### src/rtl/reset_seq_pkg.sv
// Shared types and sizing helpers for the staggered reset sequencer.
package reset_seq_pkg;

  typedef enum logic [1:0] {
    HOLD    = 2'd0,
    STRETCH = 2'd1,
    RELEASE = 2'd2,
    RUN     = 2'd3
  } state_t;

  // One counter serves both the stretch and the inter-channel gap.
  function automatic int cnt_width(input int min_pulse, input int stagger);
    int longest;
    longest = (min_pulse > stagger) ? min_pulse : stagger;
    return $clog2(longest) + 1;
  endfunction

endpackage

### src/rtl/sync_chain.sv
// Multi-bit flop chain that brings asynchronous request lines into the clock domain.
module sync_chain #(
  parameter int WIDTH  = 1,
  parameter int STAGES = 2
) (
  input  logic             clk,
  input  logic             rst,
  input  logic [WIDTH-1:0] d,
  output logic [WIDTH-1:0] q
);

  logic [WIDTH-1:0] stage [STAGES];

  always_ff @(posedge clk) begin
    if (rst) begin
      for (int i = 0; i < STAGES; i++) stage[i] <= '0;
    end else begin
      stage[0] <= d;
      for (int i = 1; i < STAGES; i++) stage[i] <= stage[i-1];
    end
  end

  assign q = stage[STAGES-1];

endmodule

### src/rtl/reset_sequencer.sv
// Merges power-on reset with synchronised requests, stretches the reset and
// releases the active-low channels one by one in index order.
//
//   state   | meaning
//   HOLD    | power-on reset asserted; stretch counter preloaded
//   STRETCH | all channels held in reset until the counter expires
//   RELEASE | channels deasserting, one every STAGGER cycles
//   RUN     | all channels released, DONE high
module reset_sequencer
  import reset_seq_pkg::*;
#(
  parameter int N_CH        = 3,
  parameter int N_REQ       = 2,
  parameter int SYNC_STAGES = 2,
  parameter int MIN_PULSE   = 4,
  parameter int STAGGER     = 2
) (
  input  logic             CLOCK,
  input  logic             RESET,
  input  logic [N_REQ-1:0] REQ_IN,
  input  logic             CAUSE_CLR,
  output logic [N_CH-1:0]  RESET_OUT,
  output logic             DONE,
  output logic [N_REQ-1:0] CAUSE
);

  localparam int CW = cnt_width(MIN_PULSE, STAGGER);
  localparam int IW = (N_CH > 1) ? $clog2(N_CH) : 1;
  localparam logic [CW-1:0] PULSE_RELOAD = CW'(MIN_PULSE - 1);
  localparam logic [CW-1:0] GAP_RELOAD   = CW'(STAGGER - 1);
  localparam logic [IW-1:0] LAST_CH      = IW'(N_CH - 1);

  state_t           state, state_nx;
  logic [CW-1:0]    cnt, cnt_nx;
  logic [IW-1:0]    ch, ch_nx;
  logic [N_CH-1:0]  rst_out_nx;
  logic             done_nx;
  logic [N_REQ-1:0] cause_nx;
  logic [N_REQ-1:0] req_s;
  logic             req_any;

  sync_chain #(
    .WIDTH  (N_REQ),
    .STAGES (SYNC_STAGES)
  ) u_req_sync (
    .clk (CLOCK),
    .rst (RESET),
    .d   (REQ_IN),
    .q   (req_s)
  );

  assign req_any = |req_s;

  // The counter is preloaded during reset so the reset edge itself counts
  // as the first stretch cycle, matching a request-triggered stretch.
  always_ff @(posedge CLOCK) begin
    if (RESET) begin
      state     <= HOLD;
      cnt       <= PULSE_RELOAD;
      ch        <= '0;
      RESET_OUT <= '0;
      DONE      <= 1'b0;
      CAUSE     <= '0;
    end else begin
      state     <= state_nx;
      cnt       <= cnt_nx;
      ch        <= ch_nx;
      RESET_OUT <= rst_out_nx;
      DONE      <= done_nx;
      CAUSE     <= cause_nx;
    end
  end

  always_comb begin
    state_nx   = state;
    cnt_nx     = cnt;
    ch_nx      = ch;
    rst_out_nx = RESET_OUT;
    done_nx    = DONE;
    cause_nx   = (CAUSE_CLR ? '0 : CAUSE) | req_s;

    if (req_any) begin
      state_nx   = STRETCH;
      cnt_nx     = PULSE_RELOAD;
      ch_nx      = '0;
      rst_out_nx = '0;
      done_nx    = 1'b0;
    end else begin
      case (state)
        HOLD, STRETCH: begin
          if (cnt == '0) begin
            rst_out_nx[0] = 1'b1;
            cnt_nx        = GAP_RELOAD;
            ch_nx         = IW'(1);
            if (N_CH == 1) begin
              state_nx = RUN;
              done_nx  = 1'b1;
            end else begin
              state_nx = RELEASE;
            end
          end else begin
            cnt_nx   = cnt - CW'(1);
            state_nx = STRETCH;
          end
        end
        RELEASE: begin
          if (cnt == '0) begin
            for (int i = 0; i < N_CH; i++) begin
              if (IW'(i) == ch) rst_out_nx[i] = 1'b1;
            end
            cnt_nx = GAP_RELOAD;
            if (ch == LAST_CH) begin
              state_nx = RUN;
              done_nx  = 1'b1;
            end else begin
              ch_nx = ch + IW'(1);
            end
          end else begin
            cnt_nx = cnt - CW'(1);
          end
        end
        RUN: begin
          rst_out_nx = '1;
          done_nx    = 1'b1;
        end
        default: state_nx = HOLD;
      endcase
    end
  end

endmodule

### config.mk
export PLATFORM = sky130hd
export DESIGN_NAME = reset_sequencer
export DESIGN_NICKNAME = d
export VERILOG_FILES = /design/src/rtl/reset_seq_pkg.sv /design/src/rtl/sync_chain.sv /design/src/rtl/reset_sequencer.sv
export SDC_FILE = /design/constraint.sdc
export NUM_CORES = 1
export LEC_CHECK = 0
export CAP_MARGIN = 30
export CORE_AREA = 2 2 39 41
export CTS_BUF_LIST = sky130_fd_sc_hd__clkbuf_2 sky130_fd_sc_hd__clkbuf_4 sky130_fd_sc_hd__clkbuf_8
export CTS_CLUSTER_SIZE = 14
export DETAILED_ROUTE_END_ITERATION = 16
export DIE_AREA = 0 0 41 43
export PLACE_DENSITY = 0.83
export SETUP_SLACK_MARGIN = 0.5
export SLEW_MARGIN = 20
export SYNTH_ARGS = -nofsm -noshare
export SYNTH_HDL_FRONTEND = slang
export SYNTH_HIERARCHICAL = 1
export SYNTH_SLANG_ARGS = --single-unit
export TNS_END_PERCENT = 50
### constraint.sdc
create_clock -name CLOCK -period 3.9 [get_ports CLOCK]
set_clock_uncertainty 0.05 [all_clocks]
set_input_delay 0.585 -clock CLOCK [delete_from_list [all_inputs] [get_ports CLOCK]]
set_output_delay 0.585 -clock CLOCK [all_outputs]
set_load 0.02 [all_outputs]
Word level (Yosys, flattened, before mapping)
Memories as Yosys holds them, arrays and structs flattened.
Cells that the tools add are included.
{"block": "word_totals", "regBits": 13, "latch_bits": 0, "mem_bits_rw": 4, "rom_bits": 0, "input_bits": 5, "out_inout_bits": 6, "wordCells": 73, "mem_count": 1}
{"block": "op_classes", "add_sub_neg": 2, "mul": 0, "div": 0, "n_lt_le_gt_ge": 0, "eq_ne": 15, "shifts": 0, "muxes": 26, "bitwise_logic": 3, "reduce_logical": 17}
{"memory": "u_req_sync.stage", "words": 2, "word_bits": 2, "read_ports": 2, "rd_ports_with_merged_regs": 0, "write_ports": 2, "line": "sync_chain.sv:12", "source": "logic [WIDTH-1:0] stage [STAGES];"}
{"op": "2-to-1 mux 2 bit", "n": 9}
{"op": "AND reduction 3 bit", "n": 6}
{"op": "!= test 2 bit, second input constant", "n": 7}
{"op": "one-hot mux 2 bit (2 select lines)", "n": 3}
{"op": "2-to-1 mux 1 bit", "n": 10}
{"op": "== test 2 bit, second input constant", "n": 3}
{"op": "2-to-1 mux 3 bit", "n": 2}
{"op": "!= test 3 bit, second input constant", "n": 2}
{"op": "OR reduction 3 bit", "n": 2}
{"op": "zero test 2 bit", "n": 2}
{"op": "AND reduction 4 bit", "n": 1}
{"op": "nonzero test 2 bit", "n": 2}
{"op": "OR reduction 2 bit", "n": 2}
{"op": "zero test 3 bit", "n": 1}
{"op": "one-hot mux 1 bit (3 select lines)", "n": 1}
{"op": "nonzero test 3 bit", "n": 1}
{"op": "subtractor 3 x 1 -> 3 bit, second input constant", "n": 1}
{"op": "adder 2 x 1 -> 2 bit, second input constant", "n": 1}
{"op": "== test 1 x 2 -> 1 bit, first input constant", "n": 1}
{"op": "== test 2 x 1 -> 1 bit, second input constant", "n": 1}
{"op": "== test 2 bit, first input constant", "n": 1}
{"op": "OR 1 bit", "n": 2}
{"op": "OR 2 bit", "n": 1}
{"op": "one-hot mux 1 bit (2 select lines)", "n": 1}

Longest topological paths before layout
Gate-level depths: netlist of run 1.
{"block": "depth", "ltp_word": 5, "ltp_mapped": 5, "mapped_depth_nobuf": 5}

Cells and area by module
Netlist of run 1, hierarchy kept.
{"mod": "reset_sequencer", "n_inst": 1, "cells_each": 57, "area_each_um2": 524.3, "seq_area_each_um2": 240.2}
{"mod": "sync_chain", "n_inst": 1, "cells_each": 10, "area_each_um2": 120.1, "seq_area_each_um2": 80.1}

Least setup slack after synthesis of run 1
Ideal clock, no wire load.
{"block": "synth_timing", "kind": "register to output", "from": "register RESET_OUT[2]", "to": "output RESET_OUT[2]", "arrival_time_ns": 0.616, "required_time_ns": 3.265, "setup_slack_ns": 2.649, "path_stages_with_launch": 2, "path_buffers": 1, "path_cell_list": "dfxtp_1 buf_4"}
{"element": "from (decl)", "line": "reset_sequencer.sv:22", "source": "output logic [N_CH-1:0] RESET_OUT,"}
{"element": "from (signal assigned)", "line": "reset_sequencer.sv:68", "source": "RESET_OUT <= rst_out_nx;"}
No word-level cell between the ends.

Worst setup path in the final report of run 1
{"block": "layout_timing", "from": "register RESET_OUT[1]", "to": "output RESET_OUT[1]"}
No word-level cell between the ends.

==> out/summary.txt, run 1 <==
outcome: finished clean
leading area contributor after synthesis: dfxtp_1
Post-DRT Antenna Nets: 0
# port buffers: 10
DR vias/cell: 5.01
Post-Syn Area: 644 um2
Critical Path Fanout Max: 3
number of diodes: 0
largest net degree at the start of global routing: 10
All-Layer GR Usage: 14.5%
hold_ws: 0.398 ns
DP Wirelength: 725 um
RSZ-0062 raised after global routing: false
worst hold path depth: 1
wl on met1: 482 um
clk slew on worst S/H paths: 0.10 ns
met2 wire length: 463 um
critical path depth: 1
Layout Cells excl Fill: 94
Post-synth EDFFs: 0
vias in the first global route: 420
routed len/inst: 10.7 um
post_cts resized: 0
H-Tree Depth: 1
vias after detailed routing: 471
IO Pins: 11
Worst Path Buf+Inv: 1
synthesized flop and latch total: 16
Place WS: 1.98 ns
share of layout cells above drive strength 1: 10.3%
Max Freq: 531 MHz
CTS root buf: clkbuf_4
first-pass GRT wire length: 1700 um
Max Cap Viol: 0
Final WS setup: 2.02 ns
clk_lat worst skew: 0.29 ns
DRC: 0
total of warnings raised by yosys: 6
post-synth top area share: 49.7%
Tmin final: 1.88 ns
core area: 1380 um2
Initial Util: 46.6%
RD Place Congestion: 0.674
Area Growth Syn to Fin: 20.8%
metal3 WL: 48 um
CP required: 3.26 ns
Async S/R FF share, synth: 0%
final instance area: 778 um2
Synth cell types: 25
CTS sink cnt: 16
Chip Height: 43 um
worst slew pin tran: 0.383 ns
initial antenna violation count: 0
PwrDens: 400 nW/um2
startpoint types: flop
Total Wirelength: 1010 um
FP Rows: 14
most frequent cell after synthesis: dfxtp_1
sequential cell area fraction in the yosys report: 49.7%
Cell Count Post-Placement: 90
Cells after Synth: 67
worst stage delay on the critical path: 0.60 ns
Highest Signal Layer: met4
crit-path leading delay family: buffers and inverters
setup tns final: 0 ns
Die Width: 41 um
grt ovf: 0
number of buffers created by CTS: 3
Setup CP Type: reg -> out
die area: 1760 um2
worst min path class: reg -> reg
worst r2r path cells: 5
prevailing post-synth register cell: dfxtp_1
maximum buffer depth of the clock tree: 2
final worst-path cycle share: 48.3%
DR iter-0 viols: 6
Final #Nets: 87
Post-CTS Setup Bufs: 0
final setup vio count: 0
Leak: 0.286 nW
post-synth net total: 75
syn avg cell area: 9.62 um2
Critical Path Sink Type: output port
Initial DRT Pass Iterations: 5
Slowest cell on crit path: clkdlybuf4s50_1
Slew HR: 74.3%
Synth area leaders: dfxtp_1 50%, ha_1 5.8%, nor2b_1 3.9%, o21ai_0 3.9%, buf_4 3.5%
CP Data Arrival Time: 1.25 ns
cell area after placement: 742 um2
Synth top cells by count: 16 x dfxtp_1, 6 x nor2_1, 5 x inv_1, 5 x o21ai_0
final hold violation count: 0
Critical Path, Cell by Cell: clkdlybuf4s50_1
hold buffer count at cts: 0
fin. max-slew vios: 0
CTS tree: done
Peak VDD IR: 0.000223 V
## layout make-up
| cell class | count | area [um2] |
|---|---|---|
| Fill cell | 127 | 606 |
| Tap cell | 16 | 20.0 |
| Multi-Input combinational cell | 43 | 283 |
| Sequential cell | 16 | 320 |
| Inverter | 5 | 18.8 |
| Clock buffer | 4 | 36.3 |
| Timing Repair Buffer | 10 | 100 |
## cell families after synthesis
group	share of synthesized area [%]
flip-flops	49.7
adder cells (fa/ha/maj)	5.83
AO/OA/AOI/OAI	11.7
AND/OR/NAND/NOR	23.5
XOR/XNOR	1.36
multiplexers	1.55
buffers and inverters	6.41
## cells in the final DEF (no fill, tap or decap), drive strengths merged
cell,synthesis,final
a211oi,2,2
a21oi,4,4
a221oi,1,1
a31oi,1,1
and2,2,2
clkbuf,0,4
clkdlybuf4s50,0,10
dfxtp,16,16
ha,3,3
inv,5,5
mux2i,1,1
nand2,4,4
nand2b,1,1
nand3,1,1
nand4b,1,1
nor2,6,6
nor2b,4,4
nor3,2,2
nor4,1,1
nor4b,1,1
o21ai,5,5
or2,1,1
or3,1,1
xnor2,1,1
## through the flow
step / util (%) / power, W
floorplan: - / 0.000195
global placement: 53.6 / 0.000205
detailed placement: 53.6 / 0.000205
CTS: 56.2 / 0.000315
global route: 56.2 / 0.000326
finish: 56.2 / 0.000312
## registers in the layout, summed over array words and instances, names as in the netlist
| name | cells |
|---|---|
| u_req_sync/stage | 4 |
| RESET_OUT | 3 |
| cnt | 3 |
| CAUSE | 2 |
| ch | 2 |
| state | 2 |
## path summary, 6_finish.rpt
path	to	slack [ns]	start
setup / recovery	RESET_OUT[1]	2.02	RESET_OUT[1]
setup reg to reg	ch[0]	2.51	ch[0]
hold reg to reg	u_req_sync/stage[0][3]	0.40	u_req_sync/stage[0][1]
hold / removal	u_req_sync/stage[0][3]	0.40	u_req_sync/stage[0][1]
## worst reg2reg max path, stage by stage, from the launching register on
cell and delay, ns:
dfxtp_1 0.34, inv_1 0.08, ha_1 0.24, o21ai_0 0.20, nand2_2 0.10, a221oi_1 0.29
## power by group
| part | total (W) | internal (W) | switching, W |
|---|---|---|---|
| Sequential | 0.000177 | 0.000170 | 0.00000676 |
| Clock | 0.000111 | 0.0000569 | 0.0000538 |
| Combinational | 0.0000242 | 0.0000133 | 0.0000110 |
## routing by layer
layer / GRT usage (%) / up-vias
li1: - / 246
met1: 18.5 / 210
met2: 19.7 / 13
met3: 4.71 / 2
met4: 10.0 / 0
met5: 0 / -
No activity file was read; power rests on OpenSTA's default activity.
==> inputs of run 2 (changes only) <==
--- a/config.mk
+++ b/config.mk
@@ -6,12 +6,11 @@
 export NUM_CORES = 1
 export LEC_CHECK = 0
 export CAP_MARGIN = 30
-export CORE_AREA = 2 2 39 41
+export CORE_UTILIZATION = 47
 export CTS_BUF_LIST = sky130_fd_sc_hd__clkbuf_2 sky130_fd_sc_hd__clkbuf_4 sky130_fd_sc_hd__clkbuf_8
 export CTS_CLUSTER_SIZE = 14
 export DETAILED_ROUTE_END_ITERATION = 16
-export DIE_AREA = 0 0 41 43
-export PLACE_DENSITY = 0.83
+export PLACE_DENSITY = 0.84
 export SETUP_SLACK_MARGIN = 0.5
 export SLEW_MARGIN = 20
 export SYNTH_ARGS = -nofsm -noshare
==> constraint.sdc (replaced) <==
create_clock -name CLOCK -period 1.6 [get_ports CLOCK]
set_clock_uncertainty 0.05 [all_clocks]
set_input_delay 0.24 -clock CLOCK [delete_from_list [all_inputs] [get_ports CLOCK]]
set_output_delay 0.24 -clock CLOCK [all_outputs]
set_load 0.02 [all_outputs]
==> out/summary.txt, run 2 (synthesis results as in run 1) <==
Peak VDD IR: 0.000838 V (was 0.000223 V)
CP Data Arrival Time: 0.87 ns (was 1.25 ns)
worst min path class: reg -> reg (unchanged)
Total Wirelength: 1270 um (was 1010 um)
Setup CP Type: reg -> out (unchanged)
worst r2r src: cnt[0] (was ch[0])
Die Width: 39.0 um (was 41 um)
Largest Register: u_req_sync/stage (unchanged)
hold buffer count at cts: 0 (unchanged)
largest net degree at the start of global routing: 10 (unchanged)
Final #Nets: 90 (was 87)
r2r setup slk: 0.44 ns (was 2.51 ns)
FP Rows: 12 (was 14)
first-pass GRT wire length: 1790 um (was 1700 um)
DP Wirelength: 768 um (was 725 um)
Largest regs: u_req_sync/stage: 4 flops, RESET_OUT: 3 flops, cnt: 3 flops (unchanged)
initial antenna violation count: 0 (unchanged)
DR iter-0 viols: 2 (was 6)
reg-to-reg endpoint: ch[0] (unchanged)
Leak: 0.323 nW (was 0.286 nW)
Max Freq: 862 MHz
RSZ-0062 raised after global routing: true (was false)
Critical Path Fanout Max: 3 (unchanged)
grt ovf: 0 (unchanged)
critical path depth: 1 (unchanged)
worst stage delay on the critical path: 0.40 ns (was 0.60 ns)
Chip Height: 39.0 um (was 43 um)
DR vias/cell: 5.22 (was 5.01)
Final WS setup: 0.440 ns (was 2.02 ns)
RD Place Congestion: 0.744 (was 0.674)
Critical Path Sink Type: output port (unchanged)
Place WS: 0.195 ns (was 1.98 ns)
number of diodes: 0 (unchanged)
routed len/inst: 13.3 um (was 10.7 um)
CTS sink cnt: 16 (unchanged)
Initial DRT Pass Iterations: 2 (was 5)
Post-DRT Antenna Nets: 0 (unchanged)
Slew HR: 77.4% (was 74.3%)
CTS tree: done (unchanged)
die area: 1520 um2 (was 1760 um2)
crit-path leading delay family: flip-flops (was buffers and inverters)
Tmin final: 1.16 ns
H-Tree Depth: 1 (unchanged)
Max Cap Viol: 0 (unchanged)
most frequent cells in the layout: 9 x dfxtp_1, 6 x nor2_1, 5 x dfxtp_2, 5 x buf_2 (was 16 x dfxtp_1, 10 x clkdlybuf4s50_1, 6 x nor2_1)
Hold Path Sink: u_req_sync/stage[0][3] (unchanged)
Worst Path Buf+Inv: 1 (unchanged)
All-Layer GR Usage: 18.9% (was 14.5%)
setup tns final: 0 ns (unchanged)
Slowest cell on crit path: dfxtp_1 (was clkdlybuf4s50_1)
CP required: 1.31 ns (was 3.26 ns)
commonest non-fill, non-tap cell in the layout: dfxtp_1 (unchanged)
worst r2r path cells: 3 (was 5)
Area Growth Syn to Fin: 33.4% (was 20.8%)
share of layout cells above drive strength 1: 40.7% (was 10.3%)
startpoint types: flop (unchanged)
clk_lat worst skew: 0.29 ns (about the same)
final hold violation count: 0 (unchanged)
# port buffers: 10 (unchanged)
final worst-path cycle share: 72.5%
DRC: 0 (unchanged)
number of buffers created by CTS: 3 (unchanged)
final setup vio count: 0 (unchanged)
maximum buffer depth of the clock tree: 2 (unchanged)
CTS root buf: clkbuf_4 (unchanged)
vias after detailed routing: 496 (was 471)
worst slew pin tran: 0.336 ns (was 0.383 ns)
Critical Path, Cell by Cell: buf_2 (was clkdlybuf4s50_1)
Hold Path Origin: u_req_sync/stage[0][1] (unchanged)
core area: 1190 um2 (was 1380 um2)
worst hold path depth: 1 (unchanged)
PwrDens: 904 nW/um2 (was 400 nW/um2)
max reg flops: 4 (unchanged)
fin. max-slew vios: 0 (unchanged)
clk slew on worst S/H paths: 0.09 ns (was 0.10 ns)
IO Pins: 11 (unchanged)
vias in the first global route: 439 (was 420)
outcome: finished clean (unchanged)
Initial Util: 54.3% (was 46.6%)
[run 2: changes by cell type in the layout (fill, tap and decap cells not counted), sizes merged]
| cell | delta |
|---|---|
| buf | +9 |
| clkdlybuf4s50 | -6 |
[run 2: worst max-delay path by stage]
stage / startpoint / end / slack, ns
3_3_place_gp: RESET / ch[0] / 0.21
5_1_grt: cnt[0] / ch[0] / 0.37
2_1_floorplan: ch[0] / ch[0] / 0.46
3_5_place_dp: RESET / ch[1] / 0.20
6_report: RESET_OUT[1] / RESET_OUT[1] / 0.44
4_1_cts: cnt[0] / state[1] / 0.41
[run 2: repair_timing]
item,4_1_cts,5_1_grt
buffers inserted,2,0
pin swaps,3,6
endpoints found under the setup margin,11,16
resized for setup,27,15
[run 2: final cells by class]
cell class | instances | area [um2]
well taps | 14 | 17.5
multi-input cells | 43 | 352
inverters | 5 | 21.3
repair buffers | 13 | 98.8
fillers | 99 | 327
clock buffers | 4 | 36.3
flip-flops and latches | 16 | 334
[run 2: per-layer routing]
layer	share of wire, %	up-vias	routed length [um]	GRT usage, %
met5	0	-	0	0
met4	0	0	0	5.17
met3	5.1	0	65	10.4
li1	-	253	-	-
met1	45	233	565	20.2
met2	50	10	635	31.7
[run 2: per-stage QoR]
step | instance area, um2 | std cells | utilization (%) | total power (W) | hold slack (ns)
after floorplan | 664 | 67 | - | 0.000479 | 0.259
after global placement | 767 | 89 | 64.7 | 0.000504 | 0.368
after detailed placement | 767 | 89 | 64.7 | 0.000506 | 0.375
after CTS | 820 | 95 | 69.1 | 0.000769 | 0.396
after global routing | 860 | 95 | 72.5 | 0.000809 | 0.409
final | 860 | 95 | 72.5 | 0.000777 | 0.391
[run 2: power by group]
part / internal, W / switching [W]
logic: 0.0000373 / 0.0000328
registers: 0.000415 / 0.0000220
clock network: 0.000139 / 0.000132
